<file path="src/rtl/r200_lsu.sv">
// RV32I load/store unit: turns one mem-stage access into a single bus request,
// aligns store data into byte lanes and extends load data, with a per-access timeout.
module r200_lsu #(
  parameter int unsigned TIMEOUT = 255
) (
  input  logic        clk_i,
  input  logic        rst_ni,
  // core side
  input  logic        core_req_i,
  input  logic        core_we_i,
  input  logic [31:0] core_addr_i,
  input  logic [31:0] core_wdata_i,
  input  logic [2:0]  core_func3_i,
  output logic        core_stall_o,
  output logic        core_done_o,
  output logic [31:0] core_rdata_o,
  output logic        core_err_o,
  // bus side
  output logic        bus_valid_o,
  input  logic        bus_ready_i,
  output logic        bus_we_o,
  output logic [31:0] bus_addr_o,
  output logic [3:0]  bus_wstrb_o,
  output logic [31:0] bus_wdata_o,
  input  logic        bus_rvalid_i,
  input  logic [31:0] bus_rdata_i
);

  localparam int unsigned CntW = $clog2(TIMEOUT + 2);
  localparam logic [CntW-1:0] CntLast = CntW'(TIMEOUT - 1);

  typedef enum logic [1:0] {StIdle, StReq, StWait, StDone} state_e;

  state_e           state_q, state_d;
  logic [31:0]      addr_q, addr_d;
  logic             we_q, we_d;
  logic [2:0]       func3_q, func3_d;
  logic [31:0]      wdata_q, wdata_d;
  logic [3:0]       wstrb_q, wstrb_d;
  logic [CntW-1:0]  cnt_q, cnt_d;
  logic [31:0]      rdata_q, rdata_d;
  logic             err_q, err_d;

  // Request decode on the raw core inputs
  logic        req_legal;
  logic        req_misal;
  logic [3:0]  req_wstrb;
  logic [31:0] req_wdata;

  always_comb begin
    req_legal = 1'b0;
    req_misal = 1'b0;
    req_wstrb = 4'b0000;
    req_wdata = 32'h0;
    case (core_func3_i)
      3'b000: begin
        req_legal = 1'b1;
        if (core_we_i) begin
          req_wstrb = 4'b0001 << core_addr_i[1:0];
          req_wdata = {4{core_wdata_i[7:0]}};
        end
      end
      3'b001: begin
        req_legal = 1'b1;
        req_misal = core_addr_i[0];
        if (core_we_i) begin
          req_wstrb = 4'b0011 << core_addr_i[1:0];
          req_wdata = {2{core_wdata_i[15:0]}};
        end
      end
      3'b010: begin
        req_legal = 1'b1;
        req_misal = |core_addr_i[1:0];
        if (core_we_i) begin
          req_wstrb = 4'b1111;
          req_wdata = core_wdata_i;
        end
      end
      3'b100: req_legal = ~core_we_i;
      3'b101: begin
        req_legal = ~core_we_i;
        req_misal = core_addr_i[0];
      end
      default: req_legal = 1'b0;
    endcase
  end

  // Load extraction from the response word using the captured offset
  logic [7:0]  ld_byte;
  logic [15:0] ld_half;
  logic [31:0] ld_data;

  always_comb begin
    ld_byte = bus_rdata_i[{addr_q[1:0], 3'b000} +: 8];
    ld_half = bus_rdata_i[{addr_q[1], 4'b0000} +: 16];
    case (func3_q)
      3'b000:  ld_data = {{24{ld_byte[7]}}, ld_byte};
      3'b001:  ld_data = {{16{ld_half[15]}}, ld_half};
      3'b100:  ld_data = {24'h0, ld_byte};
      3'b101:  ld_data = {16'h0, ld_half};
      default: ld_data = bus_rdata_i;
    endcase
  end

  always_comb begin
    state_d = state_q;
    addr_d  = addr_q;
    we_d    = we_q;
    func3_d = func3_q;
    wdata_d = wdata_q;
    wstrb_d = wstrb_q;
    cnt_d   = cnt_q;
    rdata_d = rdata_q;
    err_d   = err_q;

    unique case (state_q)
      StIdle: begin
        if (core_req_i) begin
          addr_d  = core_addr_i;
          we_d    = core_we_i;
          func3_d = core_func3_i;
          wdata_d = req_wdata;
          wstrb_d = req_wstrb;
          cnt_d   = '0;
          if (!req_legal || req_misal) begin
            err_d   = 1'b1;
            rdata_d = 32'h0;
            state_d = StDone;
          end else begin
            state_d = StReq;
          end
        end
      end
      StReq: begin
        cnt_d = cnt_q + CntW'(1);
        if (bus_ready_i) begin
          if (we_q) begin
            err_d   = 1'b0;
            rdata_d = 32'h0;
            state_d = StDone;
          end else begin
            state_d = StWait;
          end
        end else if (cnt_q == CntLast) begin
          err_d   = 1'b1;
          rdata_d = 32'h0;
          state_d = StDone;
        end
      end
      StWait: begin
        cnt_d = cnt_q + CntW'(1);
        if (bus_rvalid_i) begin
          err_d   = 1'b0;
          rdata_d = ld_data;
          state_d = StDone;
        end else if (cnt_q == CntLast) begin
          err_d   = 1'b1;
          rdata_d = 32'h0;
          state_d = StDone;
        end
      end
      StDone: state_d = StIdle;
      default: state_d = StIdle;
    endcase
  end

  always_ff @(posedge clk_i or negedge rst_ni) begin
    if (!rst_ni) begin
      state_q <= StIdle;
      addr_q  <= 32'h0;
      we_q    <= 1'b0;
      func3_q <= 3'b000;
      wdata_q <= 32'h0;
      wstrb_q <= 4'b0000;
      cnt_q   <= '0;
      rdata_q <= 32'h0;
      err_q   <= 1'b0;
    end else begin
      state_q <= state_d;
      addr_q  <= addr_d;
      we_q    <= we_d;
      func3_q <= func3_d;
      wdata_q <= wdata_d;
      wstrb_q <= wstrb_d;
      cnt_q   <= cnt_d;
      rdata_q <= rdata_d;
      err_q   <= err_d;
    end
  end

  assign core_stall_o = (core_req_i && (state_q == StIdle)) ||
                        (state_q == StReq) || (state_q == StWait);
  assign core_done_o  = (state_q == StDone);
  assign core_rdata_o = rdata_q;
  assign core_err_o   = err_q;

  assign bus_valid_o  = (state_q == StReq);
  assign bus_we_o     = we_q;
  assign bus_addr_o   = {addr_q[31:2], 2'b00};
  assign bus_wstrb_o  = wstrb_q;
  assign bus_wdata_o  = wdata_q;

endmodule

</file>
<file path="config.mk">
export PLATFORM = sky130hd
export DESIGN_NAME = r200_lsu
export DESIGN_NICKNAME = d
export VERILOG_FILES = /design/src/rtl/r200_lsu.sv
export SDC_FILE = /design/constraint.sdc
export NUM_CORES = 1
export LEC_CHECK = 0
export CAP_MARGIN = 20
export CORE_UTILIZATION = 50
export CTS_BUF_LIST = sky130_fd_sc_hd__clkbuf_8
export DETAILED_ROUTE_END_ITERATION = 10
export DONT_BUFFER_PORTS = 1
export HOLD_SLACK_MARGIN = 0.03
export SLEW_MARGIN = 20
export SYNTH_ARGS = -nofsm -noshare
export SYNTH_HDL_FRONTEND = slang
export SYNTH_SLANG_ARGS = --single-unit
</file>
<file path="constraint.sdc">
create_clock -name clk_i -period 3.7 [get_ports clk_i]
set_input_delay 0.555 -clock clk_i [delete_from_list [all_inputs] [get_ports clk_i]]
set_output_delay 0.555 -clock clk_i [all_outputs]
set_load 0.02 [all_outputs]
</file>
# --- Yosys cells after proc, flatten, opt, wreduce, memory -nomap -nowiden ---
# Index checks and enable logic that the tools add are counted.
# W data, S select, Z words.
word_totals:
  out_inout_bits: 105
  wordCells: 81
  input_bits: 105
  ff_bits: 116
classes:
  reduce_logical: 18
  muxes: 34
  bitwise_logic: 1
  shifts: 4
  eq_ne: 14
  addsub: 1
op_table:
  columns: ["op", "n"]
  rows:
  - ["$mux W32", 9]
  - ["$pmux W32 S3", 2]
  - ["$pmux W32 S4", 1]
  - ["$shiftx A32 B6 Y16", 1]
  - ["$shiftx A32 B6 Y8", 1]
  - ["$pmux W9 S2", 1]
  - ["$eq A3 B3 Y1 const B", 4]
  - ["$mux W4", 3]
  - ["$pmux W4 S3", 1]
  - ["$mux W2", 5]
  - ["$add A9 B1 Y9 const B", 1]
  - ["$eq A9 B8 Y1 const B", 1]
  - ["$mux W9", 1]
  - ["$pmux W2 S4", 1]
  - ["$reduce_or A2 Y1", 4]
  - ["$mux W1", 7]
  - ["$eq A3 B1 Y1 const B", 2]
  - ["$logic_not A3 Y1", 2]
  - ["$eq A2 B2 Y1 const B", 2]
  - ["$ne A2 B2 Y1 const B", 2]
  - ["$pmux W1 S2", 2]
  - ["$reduce_and A2 Y1", 2]
  - ["$reduce_and A4 Y1", 1]
  - ["$shl A1 B2 Y4 const A", 1]
  - ["other kinds (13)", 15]

# --- Depth between registers and ports, before layout ---
# Gate-level depths: netlist (run 1).
depth:
  word_depth: 8
  depth_mapped: 9
  depth_no_buf: 6

# --- Least setup slack after synthesis (run 1) ---
# OpenSTA, ideal clock, no wires.
synth_path:
  path_type: "register to output"
  start: "reg state_q[0]"
  end: "out core_stall_o"
  stages_incl_launch_ff: 8
  arrival_ps: 1737
  path_slack_ps: 1408
  cell_sequence: "dfrtp_1 inv_1 ha_1 buf_2 nand2_1 clkbuf_1 clkbuf_1 nand2_1"
synth_via:
  elab_chain_len: 4
  elab_cells_between_ends: 6
synth_rtl:
  columns: ["item", "line_no", "text"]
  rows:
  - ["start: declaration", "34", "state_e state_q, state_d;"]
  - ["start signal: assignment", "169", "state_q <= StIdle;"]
  - ["start signal: assignment", "179", "state_q <= state_d;"]
  - ["$logic_not A2 Y1", "191", "assign core_stall_o = (core_req_i && (state_q == StIdle)) ||"]
  - ["$logic_and A1 B1 Y1", "191", null]
  - ["$logic_or A1 B1 Y1", "191", null]
  - ["$logic_or A1 B1 Y1 (*)", "192", "(state_q == StReq) || (state_q == StWait);"]
  - ["end: declaration", "14", "output logic core_stall_o,"]
# Mark *: on every way between the ends. The rest lies on a longest branch, timed or not.

# --- Final worst setup path (run 1) ---
# Ends and elaborated chain as after synthesis.

==> out/results.ini, run 1 <==
[status]
status = complete, but fails checks
violations = design-rule violations

[synthesis]
synthAdderAreaFrac_pct = 2.064
syn_area_per_cell_um2 = 10.69
synth_area_mm2 = 0.006063
synth_top_area_share_pct = 47.87
synth_top_family_by_area = compound AO/OA/AOI/OAI gates
synth_edf_count = 0
syn_inst = 567
synth_cell_type_count = 56
synth-seq-area-share_pct = 47.87
synth_area_leaders = dfrtp_1 48%, mux2_2 7.8%, buf_4 4.1%
yosysWarningCount = 0
synth-simple-area-share_pct = 11.51
synth_mux_area_share_pct = 8.337
yosysTopAreaCell = dfrtp_1
synthArstFlopShare_pct = 100.0
synth-xor-area-share_pct = 0.7222
synth-compound-area-share_pct = 20.28
synth_seq_cells = 116
synth_ff_type = dfrtp_1

[final_layout]
drive_gt1_share_pct = 20.19
nNetsFinal = 639
final_cell_mix = 115 x dfrtp_1, 45 x inv_1, 42 x mux2_2
fillerInstances = 1038
instances_no_fill = 678
final_common_cell = dfrtp_1
antenna_cells = 0
area_growth_syn_to_layout_pct = 3.405

[critical_path]
critPathMaxFanout = 26
crit_start = state_q[0]$_DFFE_PN0N_
r2r_slack_ps = 1370
critical_path_class = flip-flop to primary output
worst_setup_path_end_kind = primary output
endpoint = core_stall_o
r2r_end = core_rdata_o[25]$_DFFE_PN0P_
cp_data_required_time_ps = 3140
critPathArrivalTime_ps = 2180
r2r_cells = 4
regToRegStartpoint = addr_q[1]$_DFFE_PN0P_
cp-start-kind = flip-flop

[global_routing]
track_usage_pct = 23.48
grt_pass1_vias = 4337
grt_antenna_before_repair = 0
grt_max_degree = 117
grt_overflow_total = 0
grt_pass1_wl_mm = 22.82

[floorplanning]
die_y_um = 112.1
start_util_pct = 52.21
rows = 39
boundaryPins = 210
dieArea_mm2 = 0.01257
die_width_um = 112.1
core_area_mm2 = 0.01161

[placement]
pre_cts_slack_ps = 1372
portBuffers = 0
gp_congestion = 0.8332
place_inst = 647
hpwl_mm = 9.885

[min_path]
hold_path_class = input port to async pin

[route]
via_count = 4075
via_per_inst = 6.010
postRouteAntennaNets = 0
firstDrtPassIters = 7
routed_wl_mm = 14.02
wl_per_cell_um = 20.67
drc = 14
drt_iter0_drc = 321

[timing]
fin_crit_ps = 2731
final-hold-violation-count = 0
rsz0062_at_grt = no
slew_viol_final = 0
setup-tns-final_ps = 0
hold_ws_ps = 53.93
max_slew.worst_pin.slew_ps = 872.9
timing.final.crit_share_pct = 73.80
max-slew-margin-rel_pct = 41.81
fin_skew_ps = 9.538
finalWorstSetupSlack_ps = 969.3
timing.fmax_mhz = 366.2
setup_violations = 0

[flow_run]
cap_violations = 0

[clock_network]
cts-buffers-inserted = 17
htreeDepth = 4
clkTransAtPathRegs_ps = 70
cts_tree = done
clock_path_buffers = 2
cts_sinks = 116
cts_hold_buf = 1
cts_resized = 0
post_cts_buffers = 0
root_buffer = clkbuf_8
clk_latency_ps = 440

[power]
p_leak_uw = 0.002696
p_per_area_mw_per_mm2 = 863.4
vdd_drop_max_mv = 0.6133
total_power_uw = 5413

[cell usage after synthesis (14+ instances only)]
cell and count:
a22o_1 25, nor2_1 26, buf_4 33, nor2b_1 35, inv_1 41, o32ai_2 14, nand2_1 38, dfrtp_1 116
mux2_2 42, clkbuf_1 17, a21oi_1 21, o21ai_0 29
[where the power goes]
group          total, uW  leakage [uW]  internal (uW)  switching (uW)
combinational       1720      0.000977            791             930
clock               1060      0.000202            579             480
sequential          2630       0.00152           1720             918
[sequential cells by signal, summed over array words and instances (netlist names)]
name          flops
addr_q           32
bus_wdata_o      32
bus_we_o          1
bus_wstrb_o       4
cnt_q             9
core_err_o        1
core_rdata_o     32
func3_q           3
state_q           2
[metal layers]
| metal | up-vias | global-route usage, % | part of all wire [%] |
|---|---|---|---|
| li1 | 1909 | - | - |
| met1 | 1966 | 28.76 | 40 |
| met2 | 181 | 36.48 | 47 |
| met3 | 19 | 10.42 | 11 |
| met4 | 0 | 9.156 | 1.7 |
| met5 | - | 0 | 0 |
[worst min-delay path by stage]
stage	start	endpoint	slack, ps	cells past startpoint
after floorplan	rst_ni	addr_q[0]$_DFFE_PN0P_	260	0
after global placement	rst_ni	core_rdata_o[13]$_DFFE_PN0P_	260	0
after detailed placement	rst_ni	core_rdata_o[13]$_DFFE_PN0P_	260	0
after CTS	rst_ni	addr_q[0]$_DFFE_PN0P_	90	1
after global routing	rst_ni	core_rdata_o[11]$_DFFE_PN0P_	90	1
final	rst_ni	core_rdata_o[4]$_DFFE_PN0P_	50	1
[cell families (layout without fill, tap and decap cells)]
family | after synthesis | after routing
compound gates | 149 | 149
xor+xnor | 5 | 5
fa+ha+maj | 10 | 10
buf+inv | 109 | 76
flops | 116 | 116
mux | 44 | 44
other cells | 1 | 2
simple gates | 133 | 133
[worst max-delay path: stages (launching register included)]
cell     delay (ps)
dfrtp_1         410
inv_1           100
ha_1            400
nand2_2         460
nand2_1         350
[area by class of cell]
class / instances / area (um2) / area share [%]
well taps: 143 / 178.9 / 2.854
flip-flops and latches: 116 / 2904 / 46.32
clock buffers: 21 / 289.0 / 4.610
clock inverters: 9 / 65.06 / 1.038
inverters: 42 / 157.7 / 2.514
multi-input cells: 343 / 2613 / 41.67
repair buffers: 4 / 62.56 / 0.9978
[stage by stage]
| step | util, % | instance area, um2 |
|---|---|---|
| 2_1_floorplan | - | 6067 |
| 3_3_place_gp | 50.69 | 5887 |
| 3_5_place_dp | 50.69 | 5887 |
| 4_1_cts | 53.98 | 6269 |
| 5_1_grt | 53.99 | 6270 |
| 6_report | 53.99 | 6270 |
No activity file was read; power rests on OpenSTA's default activity.
==> run 2, diff against run 1 <==
- clock period: 3.7 -> 2.7 ns (I/O delays scaled with it)
==> run 2 against run 1 <==
Net effect: the run ends with design-rule violations, negative hold slack left; die area unchanged; utilization is 0.15 points higher; clock power increased by 41%; register-to-register slack got worse by 950 ps; sequential share of layout area decreased by 0.15 points; critical path type unchanged; largest power group unchanged; highest routed layer unchanged.
==> out/results.ini, run 2 (same netlist as run 1, synthesis figures left out) <==
[status]
status = complete, but fails checks
violations = design-rule violations, negative hold slack

[timing]
rsz0062_at_grt = no
hold_ws_ps = -340.4
max_slew.worst_pin.slew_ps = 680.9
max-slew-margin-rel_pct = 54.44
setup-tns-final_ps = 0
final-hold-violation-count = 116
fin_skew_ps = 8.379
setup_violations = 0
slew_viol_final = 0
fin_crit_ps = 2455
timing.final.crit_share_pct = 90.92
timing.fmax_mhz = 407.3

[placement]
hpwl_mm = 9.821
place_area_mm2 = 0.005917
gp_congestion = 0.8770
place_inst = 651
portBuffers = 0

[route]
via_per_inst = 5.908
postRouteAntennaNets = 0
firstDrtPassIters = 11
routed_wl_mm = 13.91
drc = 13
drt_iter0_drc = 231
wl_per_cell_um = 20.37
via_count = 4035

[clock_network]
cts-buffers-inserted = 17
cts_resized = 0
clk_latency_ps = 430
post_cts_buffers = 0
cts_tree = done
clock_path_buffers = 2
htreeDepth = 4
clkTransAtPathRegs_ps = 70
cts_sinks = 116
root_buffer = clkbuf_8

[global_routing]
grt_overflow_total = 0
grt_antenna_before_repair = 0
grt_pass1_wl_mm = 22.35
grt_pass1_vias = 4262
grt_max_degree = 117
track_usage_pct = 23.04

[floorplanning]
dieArea_mm2 = 0.01257
boundaryPins = 210
start_util_pct = 52.21
die_width_um = 112.1
core_area_mm2 = 0.01161
die_y_um = 112.1
rows = 39

[critical_path]
worst_setup_path_end_kind = primary output
critPathMaxFanout = 21
cp_data_required_time_ps = 2300
r2r_slack_ps = 420
critPathArrivalTime_ps = 2050
crit_start = state_q[1]$_DFFE_PN0N_
critical_path_class = flip-flop to primary output
cp-start-kind = flip-flop
regToRegStartpoint = state_q[0]$_DFFE_PN0N_

[final_layout]
stdcell_area_mm2 = 0.006287
antenna_cells = 0
fillerInstances = 1058
utilization_pct = 54.14
nNetsFinal = 642
instances_no_fill = 683
final_common_cell = dfrtp_1
area_growth_syn_to_layout_pct = 3.694
final_cell_mix = 116 x dfrtp_1, 42 x mux2_2, 41 x inv_1
drive_gt1_share_pct = 21.48

[power]
p_per_area_mw_per_mm2 = 1179
p_leak_uw = 0.002678
vdd_drop_max_mv = 0.7067

[flow_run]
cap_violations = 0

[min_path]
hold_path_class = input port to async pin

## run 2: cell count changes in the layout (fill, tap and decap cells not counted), moves of 2 or more
cell | previous run | this run
buf_4 | 2 | 6
clkbuf_8 | 21 | 19
clkinvlp_4 | 0 | 6
inv_1 | 45 | 41
## run 2: worst max-delay path, stage by stage, from the launching register on
cell and delay [ps]:
dfrtp_1 400, inv_1 110, ha_1 410, nand2_2 380
nand2_1 320
## run 2: final cells by class
type	instances	area, um2	share of cell area, %
sequential	116	2903	46.17
multi-input combinational	343	2613	41.55
clock buffer	19	261.5	4.159
tap	143	178.9	2.846
inverter	42	157.7	2.507
clock inverter	13	108.9	1.731
timing repair buffer	7	65.06	1.035
## run 2: path summary, 6_finish.rpt
check	to	cells after the start
min in group clk_i	bus_wdata_o[6]$_DFFE_PN0P_	1
min	core_rdata_o[11]$_DFFE_PN0P_	0
min reg2reg	cnt_q[8]$_DFFE_PN0P_	2
max reg2reg	core_rdata_o[18]$_DFFE_PN0P_	6
max in group asynchronous	core_rdata_o[22]$_DFFE_PN0P_	0
max	core_stall_o	4
## run 2: layer usage
metal	track usage (%)	share of wire, %	vias up
met5	0	0	-
met4	11.56	1.9	0
met3	11.66	11	20
met2	33.75	46	164
met1	27.99	41	1941
li1	-	-	1910
## run 2: per-stage QoR
stage | power, uW | setup WS (ps)
4_1_cts | 7487 | 206.3
2_1_floorplan | 5770 | 557.8
3_5_place_dp | 5958 | 456.7
3_3_place_gp | 5900 | 558.9
5_1_grt | 7877 | 66.18
6_report | 7413 | 245.1
## run 2: where the power goes
| part | leakage, uW | internal, uW | switching (uW) |
|---|---|---|---|
| Clock | 0.000176 | 767 | 724 |
| Sequential | 0.00152 | 2350 | 1190 |
| Combinational | 0.000985 | 1100 | 1280 |
